==> config.mk <==
export PLATFORM = sky130hd
export DESIGN_NAME = pipe_ctrl
export DESIGN_NICKNAME = d
export VERILOG_FILES = /design/src/rtl/pipe_ctrl.sv
export SDC_FILE = /design/constraint.sdc
export NUM_CORES = 1
export LEC_CHECK = 0
export ABC_CLOCK_PERIOD_IN_PS = 2600
export BUFFER_PORTS_ARGS = -buffer_cell sky130_fd_sc_hd__buf_4
export CORE_UTILIZATION = 45
export CTS_CLUSTER_SIZE = 8
export DETAILED_ROUTE_END_ITERATION = 16
export PLACE_DENSITY_LB_ADDON = 0.3
export SYNTH_ARGS = -nofsm -noshare
export SYNTH_HDL_FRONTEND = slang
export SYNTH_SLANG_ARGS = --single-unit
==> constraint.sdc <==
create_clock -name clk -period 2.6 [get_ports clk]
set_input_delay 0.65 -clock clk [delete_from_list [all_inputs] [get_ports clk]]
set_output_delay 0.65 -clock clk [all_outputs]
set_load 0.05 [all_outputs]
==> src/rtl/pipe_ctrl.sv <==
// Pipeline sequencing controller: stall-vector merge, exception/ERET flush with a
// post-flush recovery window, and a sticky stall watchdog. Optional macro: PIPE_CTRL_PERF_EN.
module pipe_ctrl #(
  parameter logic [31:0] EXC_VECTOR     = 32'h0000_0020,
  parameter int          RECOVER_CYCLES = 2,
  parameter int          STALL_LIMIT    = 64
) (
  input  logic        clk,
  input  logic        rst,
  input  logic        stallreq_if,
  input  logic        stallreq_id,
  input  logic        stallreq_ex,
  input  logic        stallreq_mem,
  input  logic        except_valid,
  input  logic        except_eret,
  input  logic [31:0] cp0_epc,
  output logic [5:0]  stall,
  output logic        flush,
  output logic [31:0] new_pc,
  output logic        stall_timeout,
`ifdef PIPE_CTRL_PERF_EN
  output logic [31:0] perf_stall_cnt,
  output logic [31:0] perf_flush_cnt,
`endif
  output logic        dbg_state
);

  typedef enum logic {RUN = 1'b0, RECOVER = 1'b1} state_t;

  localparam logic [3:0]  REC_INIT = 4'(RECOVER_CYCLES);
  localparam logic [15:0] WD_LIMIT = 16'(STALL_LIMIT);

  state_t      state, state_next;
  logic [3:0]  rec_cnt, rec_next;
  logic [15:0] wd_cnt, wd_next;

  assign dbg_state = state;

  // except_valid is a single-cycle commit pulse from mem: there is no ready side,
  // the flush and redirect are taken in the same cycle it is seen high.
  always_comb begin
    stall      = 6'b000000;
    flush      = 1'b0;
    new_pc     = 32'h0;
    state_next = state;
    rec_next   = rec_cnt;
    if (!rst) begin
      if (except_valid) begin
        flush      = 1'b1;
        new_pc     = except_eret ? cp0_epc : EXC_VECTOR;
        state_next = RECOVER;
        rec_next   = REC_INIT;
      end else if (state == RECOVER) begin
        if (stallreq_if) stall = 6'b000011;
        if (rec_cnt == 4'd1) begin
          state_next = RUN;
          rec_next   = 4'd0;
        end else begin
          rec_next = rec_cnt - 4'd1;
        end
      end else begin
        if (stallreq_mem)     stall = 6'b011111;
        else if (stallreq_ex) stall = 6'b001111;
        else if (stallreq_id) stall = 6'b000111;
        else if (stallreq_if) stall = 6'b000011;
      end
    end
  end

  // Watchdog count saturates at the limit; flush always forces stall[0]=0.
  always_comb begin
    wd_next = wd_cnt;
    if (flush || !stall[0])      wd_next = 16'd0;
    else if (wd_cnt != WD_LIMIT) wd_next = wd_cnt + 16'd1;
  end

  always_ff @(posedge clk) begin
    if (rst) begin
      state         <= RUN;
      rec_cnt       <= 4'd0;
      wd_cnt        <= 16'd0;
      stall_timeout <= 1'b0;
    end else begin
      state   <= state_next;
      rec_cnt <= rec_next;
      wd_cnt  <= wd_next;
      if (wd_next == WD_LIMIT) stall_timeout <= 1'b1;
    end
  end

`ifdef PIPE_CTRL_PERF_EN
  always_ff @(posedge clk) begin
    if (rst) begin
      perf_stall_cnt <= 32'h0;
      perf_flush_cnt <= 32'h0;
    end else begin
      if (stall[0]) perf_stall_cnt <= perf_stall_cnt + 32'h1;
      if (flush)    perf_flush_cnt <= perf_flush_cnt + 32'h1;
    end
  end
`endif

endmodule

Word-level counts from Yosys, hierarchy flattened

Cells that the tools add are included.

Reduce and logical (&&, ||, !) cells: 4
Eq/ne operators: 3
Add/subtract/negate cells: 2
Mux-type cells: 20

Operator list:

| operator                                                | count |
|---|---|
| two-way mux 32 bit                                      | 3 |
| two-way mux 6 bit                                       | 6 |
| two-way mux 16 bit                                      | 2 |
| adder 16 x 1 -> 16 bit (second input constant)          | 1 |
| == test 16 x 7 -> 1 bit (second input constant)         | 1 |
| inequality test 16 x 7 -> 1 bit (second input constant) | 1 |
| two-way mux 2 bit                                       | 3 |
| two-way mux 1 bit                                       | 5 |
| == test 4 x 1 -> 1 bit (second input constant)          | 1 |
| two-way mux 4 bit                                       | 1 |
| subtractor 4 x 1 -> 4 bit (second input constant)       | 1 |
| nonzero test 2 bit                                      | 1 |
| OR reduction 2 bit                                      | 1 |
| logical NOT 1 bit                                       | 1 |
| logical OR 1 bit                                        | 1 |

Input port bits: 40
Logic and storage cells: 34
Register bits after elaboration: 22
Output and inout bits: 41

Logic depth before layout (Yosys ltp)

Gate-level depths: netlist of the first run.

Depth after elaboration: 11
Gate-level depth with buffers: 8
Mapped depth without buffers: 8

Worst setup path after synthesis of the first run

Ideal clock, no wire load.

Path type: in2out
Start: input port except_valid
End: output port new_pc[5]
Data required time: 1.950 ns
Path buffers: 2
Path slack: -0.945 ns
Cell stages on the path: 4
Arrival: 2.895 ns
Path through: buf_2 nor2b_1 clkbuf_1 a21boi_0

Cells in the longest elaborated chain, start to end: 2

Ends and longest elaborated chain:

| item               | line | text |
|---|---|---|
| start, declared    | 14   | `input logic except_valid,` |
| two-way mux 32 bit | 48   | `if (except_valid) begin` |
| two-way mux 32 bit | 47   | `if (!rst) begin` |
| end, declared      | 19   | `output logic [31:0] new_pc,` |

No other way between the ends.

Final worst setup path of the first run

Start: register state, in the netlist dbg_state
End: output port stall[1]

Cells in the longest elaborated chain, start to end: 3

Ends and longest elaborated chain:

| item                   | line | text |
|---|---|---|
| start, declared        | 33   | `state_t state, state_next;` |
| start signal, assigned | 84   | `state <= state_next;` |
| two-way mux 6 bit      | 53   | `end else if (state == RECOVER) begin` |
| two-way mux 6 bit      | 48   |  |
| two-way mux 6 bit      | 47   |  |
| end, declared          | 17   | `output logic [5:0] stall,` |

No other way between the ends.

==> metrics.md, run 1 <==
| Metric | Value |
|---|---|
| Xor/xnor share of the synthesized area | `a little under a tenth` |
| CP Launch Point | `dbg_state` |
| Mean Syn Cell Area | `between 7 and 8 sq um` |
| Post-CTS sizing | `0` |
| Post-placement worst setup slack | `0.307 ns` |
| Critical path cell sequence | `nor2b_1 -> or4_1 -> inv_2 -> buf_4` |
| Layout cells sized above 1 | `around 39%` |
| Maxcap violations | `0` |
| Number of cell rows | `20` |
| TritonCTS clock tree | `built` |
| Net Count, Synth | `242` |
| Worst reg2reg endpoint | `stall_timeout` |
| Hold_ws | `0.482 ns` |
| Max IR drop VDD | `between 300 and 400 uV` |
| Gp weighted congestion | `about 0.81` |
| Cts hold-fix bufs | `0` |
| Post-synthesis cell count | `roughly 200` |
| DRT iter0 DRCs | `84` |
| Worst setup EP type | `output pin` |
| CP endpoint | `stall[1]` |
| Sink Count | `22` |
| Gr ovfl total | `0` |
| Largest net degree at the start of global routing | `34` |
| Count of cell types in the netlist | `43` |
| Post-synthesis mux area share | `0%` |
| Final hold violations | `0` |
| Fmax | `approximately 0.42 GHz` |
| Reg-to-Reg Start | `wd_cnt[0]` |
| Die width | `around 60 um` |
| Drt first pass iters | `4` |
| Async SR Flop Fraction | `0%` |
| Buffers on Ports | `79` |
| Largest family of logic cells by synthesized area | `simple AND/OR/NAND/NOR gates` |
| FF-to-FF path depth | `7` |
| CP peak stage delay | `0.50 ns` |
| N_diodes | `0` |
| Setup Buffers After CTS | `0` |
| Die area | `about 3600 sq um` |
| Highest-delay cell along the critical path | `or4_1` |
| Mapped cell area | `~1500 sq um` |
| Clock Path Buffers | `2` |
| Clock latency at the later pin of the worst-skew pair | `about 0.31 ns` |
| Clock Tree Root | `clkbuf_4` |
| DP Wirelength | `roughly 3100 um` |
| HP Start | `stall_timeout` |
| Area share of fa/ha/maj cells after synthesis | `under 10%` |
| Setup CP Type | `flop to output pin` |
| Final Max Tran Viols | `0` |
| Synth Area in Compound Gates | `7.48%` |
| Final #Nets | `311` |
| Pwr Density | `roughly 350 nW/um^2` |
| HP Class | `flop to flop` |
| Final min period | `roughly 2.4 ns` |
| Simple logic cell fraction of the synthesized area | `about 43%` |
| Fill cell count | `between 200 and 300` |
| Clock Skew | `~0.0041 ns` |
| Number of flops mapped to enable cells by yosys | `0` |
| Initial antenna violation count | `0` |
| Vias per inst | `~5` |
| GRT Overall Usage | `between 20% and 30%` |
| Routed WL | `a little over 4000 um` |
| Status | `finished clean` |
| Routed Antenna Nets | `0` |
| RSZ-0062 raised after global routing | `false` |
| Vias | `between 1,500 and 2,000` |
| Setup TNS | `0 ns` |
| Final setup viols | `0` |
| DIE HEIGHT | `around 60 um` |
| Wire per inst | `between 10 and 15 um` |
| DRC | `0` |
| Required @ worst endpoint | `between 1.5 and 2 ns` |
| Tcrit/Tclk final | `approximately nine tenths` |
| Crit start category | `flop` |
| First-pass GRT wire length | `around 5800 um` |
| Main synth FF type | `dfxtp_1` |
| Area Growth Syn to Fin | `41.7%` |
| CTS buffer count | `3` |
| Core area | `approximately 3100 sq um` |
| H-tree levels | `1` |
| Seq/Total Area, Yosys | `a little under 30%` |
| Yosys Warn Count | `0` |
| Vias in the first global route | `around 1,300` |
| Leak Pwr | `1.04 nW` |
| Worst EP arrival | `1.72 ns` |
| Synth Register Bits | `22` |
| Io pins | `81` |
| R2R Setup Slk | `around 0.4 ns` |
| Critical path peak fanout | `12` |
| Clock slew at reported path FFs | `roughly 0.11 ns` |
| Initial Util | `approximately half` |
| Setup slack after layout | `0.235 ns` |
area by class of cell:
cell class / instances / area, sq um / area share, %
clock buffer: 4 / 36.3 / 1.68
inverter: 9 / 33.8 / 1.57
multi-input combinational: 150 / 982 / 45.6
sequential: 22 / 440 / 20.4
tap: 44 / 55.1 / 2.55
timing repair buffer: 81 / 608 / 28.2
registers in the layout (all words and copies together), names as in the netlist:
register and flops:
stall_timeout 1, wd_cnt 16, rec_cnt 4, dbg_state 1
power by group:
part           switching, W  internal [W]  leakage, nW  total (W)
combinational      0.000126     0.0000899        0.840   0.000216
sequential       0.00000863      0.000343        0.178   0.000351
clock              0.000102     0.0000856       0.0210   0.000188
total              0.000237      0.000518         1.04   0.000755
through the flow:
stage | instances | instance area, sq um | total power (W) | utilization [%]
global placement | 306 | 2120 | 0.000572 | 67.8
detailed placement | 306 | 2120 | 0.000575 | 67.8
CTS | 310 | 2160 | 0.000764 | 68.9
floorplan | 198 | 1540 | 0.000493 | -
global route | 310 | 2160 | 0.000785 | 68.9
finish | 310 | 2160 | 0.000755 | 68.9
per-layer routing:
metal	up-vias	part of all wire, %	global-route usage [%]
li1	824	-	-
met1	684	44	26.4
met2	56	46	35.2
met3	9	8.8	4.76
met4	0	1.8	8.97
met5	-	0	0
kinds of logic (layout without fill, tap and decap cells):
family | count (synthesis) | after routing
AND/OR/NAND/NOR | 112 | 112
XOR/XNOR | 15 | 15
adder cells (fa/ha/maj) | 4 | 4
flip-flops | 22 | 22
other | 1 | 1
AO/OA/AOI/OAI | 18 | 18
buffers and inverters | 26 | 94
worst min path at each step:
stage	cells after the start	endpoint	slack, ns
2_1_floorplan	2	rec_cnt[3]	0.51
3_3_place_gp	2	stall_timeout	0.46
3_5_place_dp	2	stall_timeout	0.46
4_1_cts	2	stall_timeout	0.49
5_1_grt	2	stall_timeout	0.51
6_report	2	stall_timeout	0.48
Yosys cell counts (all sizes together), types with 4 or more instances:
cell,instances,share of area [%]
inv,9,2.2
dfxtp,22,29
nor2,28,6.9
nand4,4,2.1
nand3,10,3.3
and3,31,13
nor3,10,3.3
nor2b,4,1.6
clkbuf,8,2.0
buf,9,3.6
ha,4,3.3
xor2,5,2.9
nand2,6,1.5
nor4,6,3.7
a21oi,9,3.0
xnor2,10,6.3
critical path, delay by kind of cell (launching register included):
kind          cells  cell delay (ns)
flops             1             0.44
buf+inv           2             0.28
simple gates      2             0.68
cells in the final DEF, fill, tap and decap left out, drive strengths merged, types with 3 or more instances in the layout:
master	n
a21oi	9
inv	9
nand4	4
xor2	5
xnor2	10
ha	4
nor2b	4
buf	81
nand2	6
nor3	10
nor4b	3
clkbuf	4
nand3	10
nor2	28
and3	31
nor4	6
dfxtp	22
No activity file was read; power rests on OpenSTA's default activity.
==> inputs of run 2 (changes only) <==
--- a/config.mk
+++ b/config.mk
@@ -8,6 +8,7 @@
 export ABC_CLOCK_PERIOD_IN_PS = 2600
 export BUFFER_PORTS_ARGS = -buffer_cell sky130_fd_sc_hd__buf_4
 export CORE_UTILIZATION = 45
+export CTS_BUF_LIST = sky130_fd_sc_hd__clkbuf_16
 export CTS_CLUSTER_SIZE = 8
 export DETAILED_ROUTE_END_ITERATION = 16
 export PLACE_DENSITY_LB_ADDON = 0.3
==> run 2 against run 1 <==
Against the previous run: global-route usage grew 0.82 points; largest power group unchanged; hold slack got worse by 0.012 ns; maximum frequency up 3.2%; sequential cell count stayed put; critical path depth did not move; via count grew 1.9%; wire length increased by 0.45%; worst setup slack improved by 0.074 ns.
==> metrics.md, run 2 (synthesis gave the netlist of run 1 again) <==
| Metric | Value |
|---|---|
| Commonest non-fill, non-tap cell in the layout | `buf_4` |
| Maxcap violations | `0` |
| Pwr Total | `0.000889 W` |
| Fill cell count | `around 260` |
| DP Area | `2120 sq um` |
| Sequential cell fraction of total power | `between 30 and 40%` |
| Setup CP Type | `input port to output pin` |
| Post-placement worst setup slack | `0.307 ns` |
| Largest register FFs | `16` |
| Area of the multi-input gates | `approximately 1000 sq um` |
| Combinational share of power | `roughly 24%` |
| Worst setup EP type | `output pin` |
| Setup TNS | `0 ns` |
| Core area | `between 3000 and 4000 sq um` |
| Clock Tree Root | `clkbuf_16` |
| Gp weighted congestion | `slightly above 0.8` |
| Pwr Density | `a little over 400 nW/um^2` |
| Critical path cell sequence | `buf_4 -> or4_1 -> inv_2 -> buf_4` |
| Clock slew at reported path FFs | `~0.06 ns` |
| Post-Layout Cell Count | `between 300 and 400` |
| Drt first pass iters | `5` |
| Worst EP arrival | `around 1.6 ns` |
| Largest net degree at the start of global routing | `34` |
| Final hold violations | `0` |
| Routed Antenna Nets | `0` |
| H-tree levels | `1` |
| Vias per inst | `5.17` |
| Gr ovfl total | `0` |
| Area Growth Syn to Fin | `44.5%` |
| Die width | `between 60 and 70 um` |
| RSZ-0062 raised after global routing | `false` |
| Clock Skew | `about 0.0027 ns` |
| P_int | `around 0.00064 W` |
| DP Wirelength | `roughly 3100 um` |
| Buffers on Ports | `79` |
| Sink Count | `22` |
| Clock latency at the later pin of the worst-skew pair | `about 0.25 ns` |
| CP delay by family, top | `simple AND/OR/NAND/NOR gates` |
| DRC | `0` |
| N_diodes | `0` |
| Crit start category | `input port` |
| Final Max Tran Viols | `0` |
| DIE HEIGHT | `60.1 um` |
| Max IR drop VDD | `roughly 410 uV` |
| DRT iter0 DRCs | `80` |
| Register area | `between 400 and 500 sq um` |
| Leak Pwr | `around 1.1 nW` |
| Final setup viols | `0` |
| Fmax | `between 0.4 and 0.5 GHz` |
| Final min period | `2.29 ns` |
| Commonest cells after routing, fill and taps aside | `buf_4, nor2_1, and3_1` |
| HP Class | `flop to flop` |
| Final #Nets | `~310` |
| Layout cells sized above 1 | `38.3%` |
| First-pass GRT wire length | `roughly 6000 um` |
| Initial Util | `approximately 49%` |
| Placed cells | `approximately 310` |
| Tcrit/Tclk final | `between 80% and 90%` |
| Clk pwr share | `between 30% and 40%` |
| Initial antenna violation count | `0` |
| CP peak stage delay | `0.56 ns` |
| Setup slack after layout | `0.309 ns` |
| Vias in the first global route | `roughly 1,300` |
| Critical Path Most Common Cell | `buf_4` |
| Io pins | `81` |
| NetSw | `roughly 0.00025 W` |
| Critical path peak fanout | `11` |
| Vias | `between 1,500 and 2,000` |
| Buf/Inv on CP | `3` |
| Die area | `between 3000 and 4000 sq um` |
| GRT Overall Usage | `about 22%` |
| Setup Buffers After CTS | `0` |
| Largest Register | `wd_cnt` |
| Cts hold-fix bufs | `0` |
| Status | `finished clean` |
| Clock Path Buffers | `2` |
| Final instance area | `about 2200 sq um` |
| Highest-delay cell along the critical path | `or4_1` |
| Wire per inst | `~13 um` |
| Routed WL | `just over 4000 um` |
| Largest regs | `wd_cnt (16), rec_cnt (4)` |
| Required @ worst endpoint | `roughly 2 ns` |
| CTS buffer count | `3` |
| Post-CTS sizing | `0` |
| Switching Fraction | `28.2%` |
| TritonCTS clock tree | `built` |
| Number of cell rows | `20` |
[run 2: power groups by stage]
stage | Combinational, W | Sequential [W] | Clock [W]
floorplan | 0.000134 | 0.000359 | 0
global placement | 0.000213 | 0.000358 | 0
detailed placement | 0.000216 | 0.000359 | 0
CTS | 0.000216 | 0.000351 | 0.000328
global route | 0.000230 | 0.000352 | 0.000341
finish | 0.000216 | 0.000352 | 0.000321
[run 2: per-stage QoR]
stage               util, %  hold WS [ns]
global placement       67.8         0.458
floorplan                 -         0.505
global route           70.3         0.502
detailed placement     67.8         0.458
finish                 70.3         0.470
CTS                    70.3         0.474
[run 2: worst paths after layout]
kind	start	end	slack [ns]	depth (start not counted)
hold / removal	stall_timeout	stall_timeout	0.47	2
setup reg to reg	wd_cnt[0]	stall_timeout	0.41	7
setup / recovery	rst	stall[1]	0.31	4
hold reg to reg	stall_timeout	stall_timeout	0.47	2
[run 2: metal layers]
metal / vias to the layer above / track usage [%] / part of all wire [%]
met3: 9 / 5.19 / 8.8
li1: 821 / - / -
met1: 719 / 27.7 / 42
met4: 0 / 7.97 / 1.7
met2: 54 / 36.6 / 47
met5: - / 0 / 0
[run 2: layout make-up]
cell class,count,share of cell area (%)
Multi-Input combinational cell,150,44.7
Clock inverter,1,0.171
Timing Repair Buffer,81,27.7
Tap cell,44,2.50
Sequential cell,22,20.0
Inverter,9,1.54
Clock buffer,3,3.41
[run 2: tightest hold or removal path: stages (launching register included)]
cell and delay [ns]:
dfxtp_1 0.33, nand2b_1 0.06, o31ai_1 0.05
